File: src/rtl/shared_reg_arb_pkg.sv
// Shared types and helpers for the shared register arbiter.
//   arb_state_t : arbiter FSM states
//   onehot()    : index -> one-hot vector (MAX_REQ wide; callers truncate)
package shared_reg_arb_pkg;

  localparam int unsigned MAX_REQ = 32;

  typedef enum logic {
    IDLE  = 1'b0,
    OWNED = 1'b1
  } arb_state_t;

  // Wide one-hot; the caller casts down to its own requester count.
  function automatic logic [MAX_REQ-1:0] onehot(input int unsigned idx);
    return MAX_REQ'(1) << idx;
  endfunction

endpackage

File: src/rtl/shared_reg_arbiter_rr_pick.sv
// Round-robin picker: first set bit of req scanning from start upward,
// wrapping over all NUM_REQ indices.
//   req   : request vector
//   start : index at which the scan begins
//   idx   : selected index (0 when nothing found)
//   found : any request present
module rr_pick #(
  parameter  int unsigned NUM_REQ = 4,
  localparam int unsigned IDX_W   = $clog2(NUM_REQ)
) (
  input  logic [NUM_REQ-1:0] req,
  input  logic [IDX_W-1:0]   start,
  output logic [IDX_W-1:0]   idx,
  output logic               found
);

  // Priority scan of a rotated view of req.
  always_comb begin
    int unsigned j;
    j     = 0;
    idx   = '0;
    found = 1'b0;
    for (int unsigned k = 0; k < NUM_REQ; k++) begin
      j = 32'(start) + k;
      if (j >= NUM_REQ) j = j - NUM_REQ;
      if (!found && req[IDX_W'(j)]) begin
        found = 1'b1;
        idx   = IDX_W'(j);
      end
    end
  end

endmodule

File: src/rtl/shared_reg_arbiter.sv
// Write-port controller for a single shared DATA_W-bit register.
// Round-robin arbitration among NUM_REQ requesters, with an optional lock
// that keeps ownership for up to MAX_HOLD consecutive cycles.
//   clk     : clock
//   reset   : async active-low reset
//   req     : per-requester write request
//   lock    : per-requester request to keep the grant after a write
//   wdata   : write-data lanes, lane i = wdata[i*DATA_W +: DATA_W]
//   grant   : registered one-hot ownership (or zero)
//   ack     : combinational grant & req (write taken at this edge)
//   q       : shared register value
//   q_owner : index of the last writer
//   q_valid : a write has happened since reset
module shared_reg_arbiter
  import shared_reg_arb_pkg::*;
#(
  parameter  int unsigned NUM_REQ  = 4,
  parameter  int unsigned DATA_W   = 8,
  parameter  int unsigned MAX_HOLD = 4,
  localparam int unsigned IDX_W    = $clog2(NUM_REQ)
) (
  input  logic                      clk,
  input  logic                      reset,
  input  logic [NUM_REQ-1:0]        req,
  input  logic [NUM_REQ-1:0]        lock,
  input  logic [NUM_REQ*DATA_W-1:0] wdata,
  output logic [NUM_REQ-1:0]        grant,
  output logic [NUM_REQ-1:0]        ack,
  output logic [DATA_W-1:0]         q,
  output logic [IDX_W-1:0]          q_owner,
  output logic                      q_valid
);

  localparam int unsigned HOLD_W = $clog2(MAX_HOLD + 1);

  arb_state_t          state_q, state_d;
  logic [NUM_REQ-1:0]  grant_q, grant_d;
  logic [IDX_W-1:0]    last_q, last_d;
  logic [HOLD_W-1:0]   hold_q, hold_d;
  logic [DATA_W-1:0]   q_q, q_d;
  logic [IDX_W-1:0]    owner_q, owner_d;
  logic                valid_q, valid_d;

  logic [IDX_W-1:0]    owner_idx;
  logic [DATA_W-1:0]   lane_sel;
  logic [IDX_W-1:0]    pick_start;
  logic [IDX_W-1:0]    pick_idx;
  logic                pick_found;
  logic                keep;

  function automatic logic [IDX_W-1:0] wrap_inc(input logic [IDX_W-1:0] x);
    return (x == IDX_W'(NUM_REQ - 1)) ? '0 : x + IDX_W'(1);
  endfunction

  // Current owner index and its write-data lane.
  always_comb begin
    owner_idx = '0;
    lane_sel  = '0;
    for (int unsigned i = 0; i < NUM_REQ; i++) begin
      if (grant_q[i]) owner_idx = IDX_W'(i);
    end
    for (int unsigned i = 0; i < NUM_REQ; i++) begin
      if (owner_idx == IDX_W'(i)) lane_sel = wdata[i*DATA_W +: DATA_W];
    end
  end

  // One picker serves both the idle grant and the owned-release handoff.
  assign pick_start = (state_q == IDLE) ? wrap_inc(last_q) : wrap_inc(owner_idx);

  rr_pick #(
    .NUM_REQ (NUM_REQ)
  ) u_rr_pick (
    .req   (req),
    .start (pick_start),
    .idx   (pick_idx),
    .found (pick_found)
  );

  assign keep = req[owner_idx] & lock[owner_idx] & (hold_q < HOLD_W'(MAX_HOLD));

  // Next-state and datapath update.
  always_comb begin
    state_d = state_q;
    grant_d = grant_q;
    last_d  = last_q;
    hold_d  = hold_q;
    q_d     = q_q;
    owner_d = owner_q;
    valid_d = valid_q;
    case (state_q)
      IDLE: begin
        if (pick_found) begin
          grant_d = NUM_REQ'(onehot(32'(pick_idx)));
          hold_d  = HOLD_W'(1);
          state_d = OWNED;
        end
      end
      OWNED: begin
        if (req[owner_idx]) begin
          q_d     = lane_sel;
          owner_d = owner_idx;
          valid_d = 1'b1;
        end
        if (keep) begin
          hold_d = hold_q + HOLD_W'(1);
        end else begin
          last_d = owner_idx;
          if (pick_found) begin
            grant_d = NUM_REQ'(onehot(32'(pick_idx)));
            hold_d  = HOLD_W'(1);
          end else begin
            grant_d = '0;
            hold_d  = '0;
            state_d = IDLE;
          end
        end
      end
      default: begin
        state_d = IDLE;
        grant_d = '0;
        hold_d  = '0;
      end
    endcase
  end

  // State registers; last starts at NUM_REQ-1 so requester 0 wins first.
  always_ff @(posedge clk or negedge reset) begin
    if (!reset) begin
      state_q <= IDLE;
      grant_q <= '0;
      last_q  <= IDX_W'(NUM_REQ - 1);
      hold_q  <= '0;
      q_q     <= '0;
      owner_q <= '0;
      valid_q <= 1'b0;
    end else begin
      state_q <= state_d;
      grant_q <= grant_d;
      last_q  <= last_d;
      hold_q  <= hold_d;
      q_q     <= q_d;
      owner_q <= owner_d;
      valid_q <= valid_d;
    end
  end

  assign grant   = grant_q;
  assign ack     = grant_q & req;
  assign q       = q_q;
  assign q_owner = owner_q;
  assign q_valid = valid_q;

endmodule
File: config.mk
export PLATFORM = sky130hd
export DESIGN_NAME = shared_reg_arbiter
export DESIGN_NICKNAME = d
export VERILOG_FILES = /design/src/rtl/shared_reg_arb_pkg.sv /design/src/rtl/shared_reg_arbiter_rr_pick.sv /design/src/rtl/shared_reg_arbiter.sv
export SDC_FILE = /design/constraint.sdc
export NUM_CORES = 1
export LEC_CHECK = 0
export CAP_MARGIN = 20
export CORE_MARGIN = 3
export CORE_UTILIZATION = 43
export DETAILED_ROUTE_END_ITERATION = 7
export PLACE_DENSITY = 0.8
export SETUP_SLACK_MARGIN = 0.2
export SLEW_MARGIN = 20
export SYNTH_ARGS = -nofsm -noshare
export SYNTH_HDL_FRONTEND = slang
export SYNTH_SLANG_ARGS = --single-unit
File: constraint.sdc
create_clock -name clk -period 2.6 [get_ports clk]
set_input_delay 0.26 -clock clk [delete_from_list [all_inputs] [get_ports clk]]
set_output_delay 0.26 -clock clk [all_outputs]
set_load 0.03 [all_outputs]
# Word-level counts from Yosys, hierarchy flattened
# Cells that the tools add are included.
classes:
  order_cmp: 10
  n_eq_ne: 6
  shift: 1
  muxes: 45
  n_reduce_logical: 10
  n_bitwise: 5
  addsub: 10
op_table:
  columns: ["op", "count"]
  rows:
  - ["two-way mux 8 bit", 4]
  - ["two-way mux 2 bit", 13]
  - ["< comparator 2 x 3 -> 1 bit (second input constant)", 5]
  - ["two-way mux 1 bit", 14]
  - ["binary-select mux 1 bit (select 2 bit)", 6]
  - ["two-way mux 4 bit", 3]
  - [">= comparator 3 bit (second input constant)", 3]
  - ["one-hot mux 4 bit (2 select lines)", 1]
  - ["subtractor 2 x 1 -> 2 bit (second input constant)", 4]
  - ["adder 2 x 2 -> 3 bit (second input constant)", 2]
  - ["equality test 2 bit (second input constant)", 3]
  - ["two-way mux 3 bit", 2]
  - ["one-hot mux 3 bit (2 select lines)", 1]
  - ["AND reduction 2 bit", 3]
  - ["adder 2 x 1 -> 2 bit (second input constant)", 2]
  - ["bitwise AND 4 bit", 1]
  - ["!= test 2 bit (second input constant)", 2]
  - ["<< shifter 1 x 2 -> 4 bit (first input constant)", 1]
  - ["adder 2 x 1 -> 3 bit (second input constant)", 1]
  - ["adder 3 x 1 -> 3 bit (second input constant)", 1]
  - [">= comparator 2 x 3 -> 1 bit (second input constant)", 1]
  - ["logical AND 1 bit", 3]
  - ["zero test 1 bit", 3]
  - ["< comparator 3 bit (second input constant)", 1]
  - ["5 further kinds", 7]
word_totals:
  regBits: 21
  wordCells: 94
  input_bits: 42
  output_inout_bits: 19

# Logic depth before layout (Yosys ltp)
# Gate-level depths: netlist of run 1.
logic_depth:
  ltp_word: 24
  mapped_depth: 12
  ltp_nobuf: 10

# Hierarchy
# From an unflattened synthesis of run 1, not the netlist that was laid out.
unflattened:
  hier_cells: 144
  hier_area_um2: 1381.3
by_module_without_submodules:
  columns: ["module", "n_inst", "area_per_inst_um2", "seq_area_each_um2", "cells_each"]
  rows:
  - ["shared_reg_arbiter", 1, 1303.8, 528.0, 129]
  - ["rr_pick", 1, 77.6, 0.0, 15]

# Least setup slack after synthesis of run 1
# No wires, ideal clock.
synth_timing:
  path_type: "register to register"
  start: "register grant_q[1] (netlist: grant[1])"
  end: "register grant_q[0] (netlist: grant[0])"
  synth_period_minus_slack_ns: 2.537
  setup_slack_ns: 0.063
  path_stages_with_launch: 9
  arrival_ns: 2.468
  n_path_buf: 0
  setup_time_ns: 0.069
  path_cell_list: "dfrtp_1 > nor2b_2 > or2_4 > ha_1 > or4b_1 > a21oi_1 > a211oi_1 > a2111o_1 > nand3_1"
synth_between:
  elab_chain_cells: 24
  elab_cells_between_ends: 58
synth_lines:
  columns: ["element", "line_no", "text"]
  rows:
  - ["start, declared", "shared_reg_arbiter.sv:37", "logic [NUM_REQ-1:0] grant_q, grant_d;"]
  - ["start signal, assigned", "shared_reg_arbiter.sv:138", "grant_q <= grant_d;"]
  - ["two-way mux 1 bit (*)", "shared_reg_arbiter.sv:60", "if (grant_q[i]) owner_idx = IDX_W'(i);"]
  - ["two-way mux 2 bit (*) (2 in a row)", "shared_reg_arbiter.sv:60", null]
  - ["via owner_idx[0]", "shared_reg_arbiter.sv:44", "logic [IDX_W-1:0] owner_idx;"]
  - ["parallel branches: the longest is 21 deep, another holds adder 2 x 1 -> 3 bit", null, null]
# Mark *: on every way through the listed nets, which the timed path passes. The select of a mux whose other input is x is not followed.
# A chain may end at the register's enable or synchronous reset.

# Worst setup path after layout of run 1
# Same ends and word-level chain as after synthesis.

==> results of run 1 <==
==> worst max-delay path by stage <==
| stage | startpoint | end | slack (ns) | depth (start not counted) |
|---|---|---|---|---|
| detailed placement | grant[1] | grant[0] | 0.17 | 8 |
| CTS | grant[1] | grant[0] | 0.22 | 8 |
| global placement | grant[1] | grant[0] | 0.22 | 8 |
| finish | grant[1] | grant[0] | 0.35 | 8 |
| global route | grant[2] | grant[0] | 0.24 | 8 |
| floorplan | grant[1] | grant[0] | 0.21 | 8 |
==> Yosys cell counts <==
library cell	number
nand2_1	32
a21oi_1	27
dfrtp_1	19
o21ai_0	18
clkbuf_1	11
inv_1	11
nor2_1	11
nand3b_1	9
ha_1	5
o22ai_1	5
nand3_1	4
nor2b_1	4
a211oi_1	3
o21a_1	3
a2111o_1	2
and2_1	2
buf_1	2
dfstp_2	2
mux2_2	2
mux2i_1	2
nand2b_1	2
o21bai_1	2
or4b_1	2
a2111oi_2	1
a221oi_1	1
a22o_1	1
a32o_1	1
buf_2	1
nor2b_2	1
nor3b_1	1
nor4_1	1
o22a_1	1
o31ai_1	1
or2_4	1
xor2_1	1
==> cell type report <==
cell class	instances	area, um^2	share of cell area, %
Multi-Input combinational cell	146	892	40.5
Clock inverter	1	7.51	0.341
Sequential cell	21	532	24.1
Clock buffer	3	22.5	1.02
Timing Repair Buffer	67	653	29.6
Inverter	11	41.3	1.87
Tap cell	44	55.1	2.50
==> through the flow <==
stage / cell area [um^2] / utilization [%] / hold WS [ns] / setup WS, ns
2_1_floorplan: 1500 / - / -0.0356 / 0.207
3_3_place_gp: 2150 / 67.6 / 0.459 / 0.215
3_5_place_dp: 2150 / 67.6 / 0.457 / 0.175
4_1_cts: 2190 / 68.8 / 0.282 / 0.219
5_1_grt: 2200 / 69.3 / 0.277 / 0.243
6_report: 2200 / 69.3 / 0.287 / 0.346
==> power groups by stage <==
stage	logic, uW	clock network (uW)	registers [uW]
after global routing	1790	183	589
after detailed placement	1580	0	581
after floorplan	942	0	704
final	1620	159	567
after global placement	1560	0	577
after CTS	1600	168	565
==> registers in the layout, indices dropped and copies added, names as in the netlist <==
| register | cells |
|---|---|
| state_q | 1 |
| last_q | 2 |
| q_valid | 1 |
| grant | 4 |
| hold_q | 3 |
| q | 8 |
| q_owner | 2 |
==> layer usage <==
metal	GRT usage (%)	vias up	share of wire (%)
li1	-	780	-
met1	26.4	676	47
met2	34.5	24	49
met3	2.77	2	2.9
met4	3.17	0	0.70
met5	0	-	0
==> cell families (layout without fill, tap and decap cells) <==
kind of cell	Yosys count	in the layout	share of synthesized area [%]
buffers and inverters	25	82	6.40
AO/OA/AOI/OAI	66	66	26.8
multiplexers	4	4	2.86
adder cells (fa/ha/maj)	5	5	4.21
AND/OR/NAND/NOR	70	70	23.6
XOR/XNOR	1	1	0.590
flip-flops	21	21	35.6
==> what timing repair did <==
action	CTS	global route
endpoints found under the hold margin	0	0
buffers inserted	1	0
endpoints found under the setup margin	1	1
gates resized for setup	0	4
pin swaps	0	1
==> layout by cell type, fill, tap and decap left out, types with 2 or more instances in the layout <==
cell type / instances
clkdlybuf4s50_1: 60
nand2_1: 32
a21oi_1: 26
o21ai_0: 17
dfrtp_1: 16
inv_1: 11
nor2_1: 11
nand3b_1: 9
buf_4: 7
o22ai_1: 5
nor2b_1: 4
nand3_1: 4
ha_1: 4
o21a_1: 3
clkbuf_4: 3
dfrtp_2: 3
and2_1: 2
nand2b_1: 2
mux2i_1: 2
a2111o_1: 2
mux2_2: 2
a211oi_1: 2
o21bai_1: 2
dfstp_2: 2
==> critical path: cells and delay by family, from the launching register on <==
family	cells	cell delay, ns
flip-flops	1	0.42
adder cells (fa/ha/maj)	1	0.30
AO/OA/AOI/OAI	3	0.53
AND/OR/NAND/NOR	4	0.94
==> impl_metrics.csv, run 1 <==
group,metric,value,unit
critical_path,crit_type,"register to register",
cts,clock_sinks,21,
final_layout,stdcell_count,293,
die,die-area,0.00420,mm^2
global_routing,grt_max_degree,22,
critical_path,crit_fanout,7,
global_routing,grt_antenna_before_repair,0,
timing,rsz0062_at_grt,"no",
cts,cts_tree,"done",
die,core-area,0.00318,mm^2
die,die_y,64.8,um
timing,setup_violations,0,
cts,cts_hold_buf,0,
route,vias_per_cell,5.06,
critical_path,crit_slowest_cell,"or4b_4",
synth,synth_cell_types,35,
power_and_ir_drop,p_int,1260,uW
synth,yosysWarnings,0,
synth,yosysTopAreaCell,"dfrtp_1",
power_and_ir_drop,design_power_total,2350,uW
timing,tns,0,ns
final_layout,finalNetCount,297,
power_and_ir_drop,switching_share,46.6,%
route,drc,0,
die,die_width,64.8,um
timing,fin_crit_sh,86.7,%
synth,syn_nets,239,
die,rows,20,
timing,fmax,444,MHz
route,ant_nets,0,
synth,synth_area_leaders,"dfrtp_1 32%, a21oi_1 9.1%, nand2_1 8.1%",
final_layout,n_antenna_cell,0,
critical_path,crit_path_cell_trace,"nor2b_4 -> or2_4 -> ha_4 -> or4b_4 -> a21oi_2 -> a211oi_2 -> a2111o_1 -> nand3_1",
route,wirelength,4030,um
synth,synth_cells,192,
global_routing,grt-ovfl-total,0,
critical_path,r2r_slack,0.35,ns
critical_path,required,2.85,ns
placed_design,gp_congestion,0.872,
power_and_ir_drop,p_clk_share,6.8,%
die,initial_core_util,46.7,%
die,io_pins,61,
route,wl_per_cell,13.7,um
power_and_ir_drop,seqPwrFrac,24.1,%
timing,clock_skew,0.00240,ns
synth,yosysSeqAreaShare,35.6,%
global_routing,grt_pass1_wl,6650,um
final_layout,syn2layout_area_growth,48.4,%
critical_path,worstSetupStartpointType,"register",
placed_design,dpl.cell_count,288,
critical_path,cp-end-kind,"register",
cts,cts.htree.levels,1,
final_layout,nFillCells,280,
cts,tritoncts.num_buffers,3,
critical_path,reg2reg_to,"grant[0]",
route,drtIter0Drc,119,
synth,avgSynthCellArea,7.74,um^2
synth,synth_top_area_share,32.0,%
timing,worst_pin_slew,0.502,ns
power_and_ir_drop,p_sw,1090,uW
synth,ys_seq_elements,21,
critical_path,arrival,2.50,ns
timing,report.final.hold_viol_count,0,
timing,min_period,2.25,ns
critical_path,r2r-start,"grant[1]",
min_path,hold_class,"primary input to asynchronous set/reset pin",
placed_design,dp_hpwl,3200,um
final_layout,drive_gt1_share,10.0,%
power_and_ir_drop,p_comb_share,69.1,%
cts,clock-root-buffer,"clkbuf_4",
cts,worstSkewPairLatency,0.30,ns
critical_path,reg2reg_depth,8,
route,dr.pass1.iters,4,
timing,slew_headroom,66.5,%
timing,finalMaxSlewViolations,0,
global_routing,grtUsageTotal,19.8,%
cts,clk_path_buf_depth,2,
global_routing,first_global_vias,1465,
critical_path,slowest_delay,0.46,ns
route,vias,1482,
run_status,outcome,"finished, final reports clean",
cts,cts.clk_slew.worst_paths,0.12,ns
synth,synth_area,0.00149,mm^2
power_and_ir_drop,powerDensity,1070,mW/mm^2
flow_run,cap_viol_max_count,0,
placed_design,portBuffers,60,
power_and_ir_drop,leakage,0.000901,uW
power_and_ir_drop,vdd_drop_max,0.000568,V
No activity file was read; power rests on OpenSTA's default activity.
==> run 2: changes to the inputs <==
- CORE_ASPECT_RATIO: not set -> 1.4
- CORE_UTILIZATION: 43 -> 40
- PLACE_DENSITY: 0.8 -> 0.75
==> run 2 against run 1 <==
Highest routed layer unchanged. Setup slack got worse by 0.038 ns. Die area increased by 7.0%. Global-route usage down 1.1 points.
==> impl_metrics.csv, run 2 (synthesis results as in run 1) <==
group,metric,value,unit
critical_path,slowest_delay,0.46,ns
power_and_ir_drop,p_clk_share,8.8,%
critical_path,reg2reg_to,"grant[0]",
placed_design,portBuffers,60,
final_layout,n_antenna_cell,0,
route,vias_per_cell,5.30,
cts,cts.htree.levels,1,
die,die-area,0.00449,mm^2
timing,report.final.hold_viol_count,0,
placed_design,dp_hpwl,3150,um
final_layout,fin_area,0.00221,mm^2
critical_path,worstSetupStartpointType,"register",
power_and_ir_drop,p_sw,1070,uW
cts,cts.clk_slew.worst_paths,0.08,ns
critical_path,crit_fanout,7,
final_layout,nFillCells,307,
die,die_width,57.5,um
timing,clock_skew,0.00730,ns
timing,min_period,2.29,ns
cts,clk_path_buf_depth,2,
final_layout,mostFrequentLayoutCells,"60 x clkdlybuf4s50_1, 32 x nand2_1, 26 x a21oi_1",
final_layout,largest_reg_flops,8,
power_and_ir_drop,p_int,1290,uW
cts,clock_sinks,21,
die,initial_core_util,42.8,%
route,dr.pass1.iters,4,
min_path,hold_class,"primary input to asynchronous set/reset pin",
timing,hold_ws,0.346,ns
critical_path,required,2.80,ns
cts,cts_tree,"done",
power_and_ir_drop,leakage,0.000907,uW
power_and_ir_drop,p_comb_share,66.9,%
power_and_ir_drop,powerDensity,1070,mW/mm^2
placed_design,gp_congestion,0.830,
timing,finalMaxSlewViolations,0,
power_and_ir_drop,vdd_drop_max,0.000738,V
global_routing,grt_pass1_wl,6870,um
timing,tns,0,ns
power_and_ir_drop,design_power_total,2360,uW
critical_path,r2r_slack,0.31,ns
final_layout,syn2layout_area_growth,48.7,%
timing,fin_crit_sh,88.2,%
critical_path,arrival,2.49,ns
cts,tritoncts.num_buffers,3,
run_status,outcome,"finished, final reports clean",
global_routing,grt-ovfl-total,0,
placed_design,postPlaceCellArea,0.00214,mm^2
route,highest_layer,"met4",
timing,worst_pin_slew,0.541,ns
critical_path,r2r-start,"grant[1]",
critical_path,crit_path_cell_trace,"nor2b_2 -> or2_4 -> ha_4 -> or4b_4 -> a21oi_2 -> a211oi_1 -> a2111o_1 -> nand3_1",
final_layout,stdcell_count,289,
cts,worstSkewPairLatency,0.25,ns
power_and_ir_drop,seqPwrFrac,24.3,%
route,drtIter0Drc,86,
timing,fmax,436,MHz
flow_run,cap_viol_max_count,0,
timing,rsz0062_at_grt,"no",
global_routing,grt_max_degree,22,
critical_path,reg2reg_depth,8,
placed_design,dpl.cell_count,284,
die,die_y,78.1,um
power_and_ir_drop,switching_share,45.3,%
cts,clock-root-buffer,"clkbuf_8",
route,drc,0,
global_routing,first_global_vias,1424,
route,wirelength,4050,um
critical_path,crit_type,"register to register",
critical_path,cp-end-kind,"register",
final_layout,drive_gt1_share,9.64,%
die,io_pins,61,
global_routing,grt_antenna_before_repair,0,
die,core-area,0.00347,mm^2
timing,slew_headroom,63.6,%
route,ant_nets,0,
timing,setup_violations,0,
die,rows,25,
critical_path,crit_slowest_cell,"or4b_4",
final_layout,finalNetCount,297,
final_layout,layout_commonest_cell,"clkdlybuf4s50_1",
route,drt-met1-wl,1890,um
route,route.met2.wl,1850,um
global_routing,grtUsageTotal,18.7,%
route,wl_per_cell,14.0,um
route,vias,1531,
route,wl_met3,272,um
-- run 2: changes by cell type in the layout (fill, tap and decap cells not counted), sizes merged --
cell	before	now
clkbuf	3	4
clkinvlp	1	0
-- run 2: how the worst max path moves through the flow --
| stage | startpoint | to | slack [ns] | cells after the start |
|---|---|---|---|---|
| final | grant[1] | grant[0] | 0.31 | 8 |
| after global routing | grant[1] | grant[0] | 0.22 | 8 |
| after CTS | grant[1] | grant[0] | 0.23 | 8 |
| after detailed placement | grant[1] | grant[0] | 0.19 | 8 |
| after global placement | grant[1] | grant[0] | 0.22 | 8 |
| after floorplan | grant[1] | grant[0] | 0.21 | 8 |
-- run 2: cell type report --
cell class,instances,area [um^2],area share [%]
Inverter,11,41.3,1.87
Sequential cell,21,532,24.1
Multi-Input combinational cell,146,887,40.2
Timing Repair Buffer,67,653,29.6
Tap cell,40,50.0,2.27
Clock buffer,4,45.0,2.04
-- run 2: layer usage --
metal,vias up,global-route usage (%)
met4,0,3.48
li1,782,-
met1,680,26.8
met2,63,29.9
met3,6,2.96
met5,-,0
-- run 2: what timing repair did --
item / in CTS / in global routing
resized for setup: 0 / 3
hold endpoints to repair: 0 / 0
pin swaps: 0 / 1
setup endpoints to repair: 1 / 4
hold buffers: 0 / 0
buffers inserted: 1 / 0
-- run 2: critical path: cells and delay by family, from the launching register on --
kind / cells / cell delay [ns]
AND/OR/NAND/NOR: 4 / 1.00
AO/OA/AOI/OAI: 3 / 0.53
flip-flops: 1 / 0.41
adder cells (fa/ha/maj): 1 / 0.30
-- run 2: power groups by stage --
| stage | Clock [uW] | Combinational [uW] | Sequential [uW] |
|---|---|---|---|
| floorplan | 0 | 942 | 704 |
| global placement | 0 | 1520 | 583 |
| detailed placement | 0 | 1540 | 588 |
| CTS | 215 | 1560 | 576 |
| global route | 229 | 1760 | 596 |
| finish | 207 | 1580 | 575 |
-- run 2: per-stage QoR --
stage | util (%) | setup WS, ns
3_3_place_gp | 61.7 | 0.219
2_1_floorplan | - | 0.207
4_1_cts | 63.2 | 0.228
6_report | 63.6 | 0.308
5_1_grt | 63.6 | 0.224
3_5_place_dp | 61.7 | 0.193
==> run 3: changes to the inputs <==
- SETUP_SLACK_MARGIN: 0.2 -> 0.15
==> run 3 against run 2 <==
Setup slack got worse by 0.016 ns. Combinational power about the same. First-iteration DRC count increased by 9.3%. Utilization decreased by 0.072 points. Clock-buffer cell count unchanged. Power about the same. Non-clock buffer count decreased by 1. Final area decreased by 0.11%. Hold slack got worse by 0.0034 ns. Clock skew increased by 0.0026 ns. Global-route usage decreased by 0.068 points. Via count decreased by 0.91%. Critical path type unchanged.
==> impl_metrics.csv, run 3 (synthesis results as in run 1) <==
group,metric,value,unit
placed_design,gp_congestion,0.830,
route,dr.pass1.iters,4,
power_and_ir_drop,design_power_total,2360,uW
global_routing,grtUsageTotal,18.7,%
cts,clock-root-buffer,"clkbuf_8",
cts,cts.htree.levels,1,
final_layout,fin_area,0.00221,mm^2
die,io_pins,61,
route,vias_per_cell,5.27,
timing,fin_crit_sh,88.8,%
placed_design,portBuffers,60,
critical_path,required,2.80,ns
final_layout,largest_reg_flops,8,
final_layout,syn2layout_area_growth,48.5,%
timing,setup_violations,0,
run_status,outcome,"finished, final reports clean",
route,wirelength,4070,um
final_layout,layout_commonest_cell,"clkdlybuf4s50_1",
die,rows,25,
timing,fmax,433,MHz
min_path,hold_class,"primary input to asynchronous set/reset pin",
final_layout,n_antenna_cell,0,
route,drtIter0Drc,94,
timing,finalMaxSlewViolations,0,
cts,worstSkewPairLatency,0.26,ns
timing,rsz0062_at_grt,"no",
cts,cts_hold_buf,0,
flow_run,cap_viol_max_count,0,
global_routing,grt_max_degree,22,
final_layout,finalNetCount,296,
final_layout,drive_gt1_share,9.27,%
placed_design,postPlaceCellArea,0.00214,mm^2
route,wl_per_cell,14.1,um
die,die-area,0.00449,mm^2
final_layout,mostFrequentLayoutCells,"60 x clkdlybuf4s50_1, 32 x nand2_1, 26 x a21oi_1",
cts,clock_sinks,21,
power_and_ir_drop,powerDensity,1070,mW/mm^2
cts,clk_path_buf_depth,2,
global_routing,grt_pass1_wl,6840,um
global_routing,met2_usage,29.8,%
global_routing,grt_antenna_before_repair,0,
route,vias,1517,
placed_design,dp_hpwl,3150,um
timing,slew_headroom,63.3,%
critical_path,crit_type,"register to register",
die,die_y,78.1,um
critical_path,arrival,2.51,ns
critical_path,reg2reg_depth,8,
critical_path,crit_path_cell_trace,"nor2b_4 -> or2_4 -> ha_4 -> or4b_4 -> a21oi_2 -> a211oi_1 -> a2111o_1 -> nand3_1",
timing,hold_ws,0.343,ns
cts,cts.clk_slew.worst_paths,0.08,ns
timing,tns,0,ns
route,drc,0,
critical_path,crit_slowest_cell,"dfrtp_2",
power_and_ir_drop,vdd_drop_max,0.000731,V
timing,clock_skew,0.00988,ns
final_layout,utilization,63.5,%
die,core-area,0.00347,mm^2
global_routing,grt-ovfl-total,0,
global_routing,met1_usage,26.7,%
timing,worst_pin_slew,0.545,ns
route,ant_nets,0,
critical_path,worstSetupStartpointType,"register",
cts,cts_tree,"done",
timing,min_period,2.31,ns
timing,report.final.hold_viol_count,0,
die,initial_core_util,42.8,%
global_routing,use_met3,2.96,%
critical_path,crit_fanout,7,
cts,tritoncts.num_buffers,3,
die,die_width,57.5,um
global_routing,top_usage_layer,"met2",
critical_path,slowest_delay,0.46,ns
global_routing,first_global_vias,1417,
power_and_ir_drop,leakage,0.000904,uW
critical_path,cp-end-kind,"register",
-- run 3: cell count changes in the layout (fill, tap and decap cells not counted) --
cell	change
nor2b_2	-1
buf_4	-1
nor2b_4	+1
-- run 3: path summary, 6_finish.rpt --
check | from | to | slack [ns]
max in group asynchronous | reset | last_q[0] | 1.98
max | grant[1] | grant[0] | 0.29
min reg2reg | q_valid | q_valid | 0.48
max reg2reg | grant[1] | grant[0] | 0.29
min in group clk | q_valid | q_valid | 0.48
min | reset | q[4] | 0.34
-- run 3: layout make-up --
class	count	area [um^2]
clock buffer	4	45.0
fill	308	1270
inverter	11	41.3
multi-input combinational	146	892
sequential	21	532
tap	40	50.0
timing repair buffer	66	646
-- run 3: repair_timing --
item / 4_1_cts / 5_1_grt
endpoints found under the setup margin: 0 / 4
gates resized for setup: 0 / 4
hold endpoints to repair: 0 / 0
buffers inserted: 0 / 0
-- run 3: per-stage QoR --
| step | setup slack, ns | std cells |
|---|---|---|
| 2_1_floorplan | 0.207 | 192 |
| 4_1_cts | 0.166 | 288 |
| 6_report | 0.292 | 288 |
| 5_1_grt | 0.204 | 288 |
| 3_3_place_gp | 0.219 | 284 |
| 3_5_place_dp | 0.193 | 284 |
-- run 3: metal layers --
layer	vias up	part of all wire [%]
li1	783	-
met5	-	0
met1	683	47
met2	49	46
met3	2	6.2
met4	0	0.34
-- run 3: worst max-delay path: cells and delay by family, from the launching register on --
| kind | cells | cell delay, ns |
|---|---|---|
| AND/OR/NAND/NOR | 4 | 0.97 |
| AO/OA/AOI/OAI | 3 | 0.52 |
| flip-flops | 1 | 0.46 |
| adder cells (fa/ha/maj) | 1 | 0.30 |
-- run 3: power by group --
| part | internal (uW) | switching (uW) |
|---|---|---|
| registers | 465 | 121 |
| clock network | 109 | 101 |
| logic | 714 | 852 |
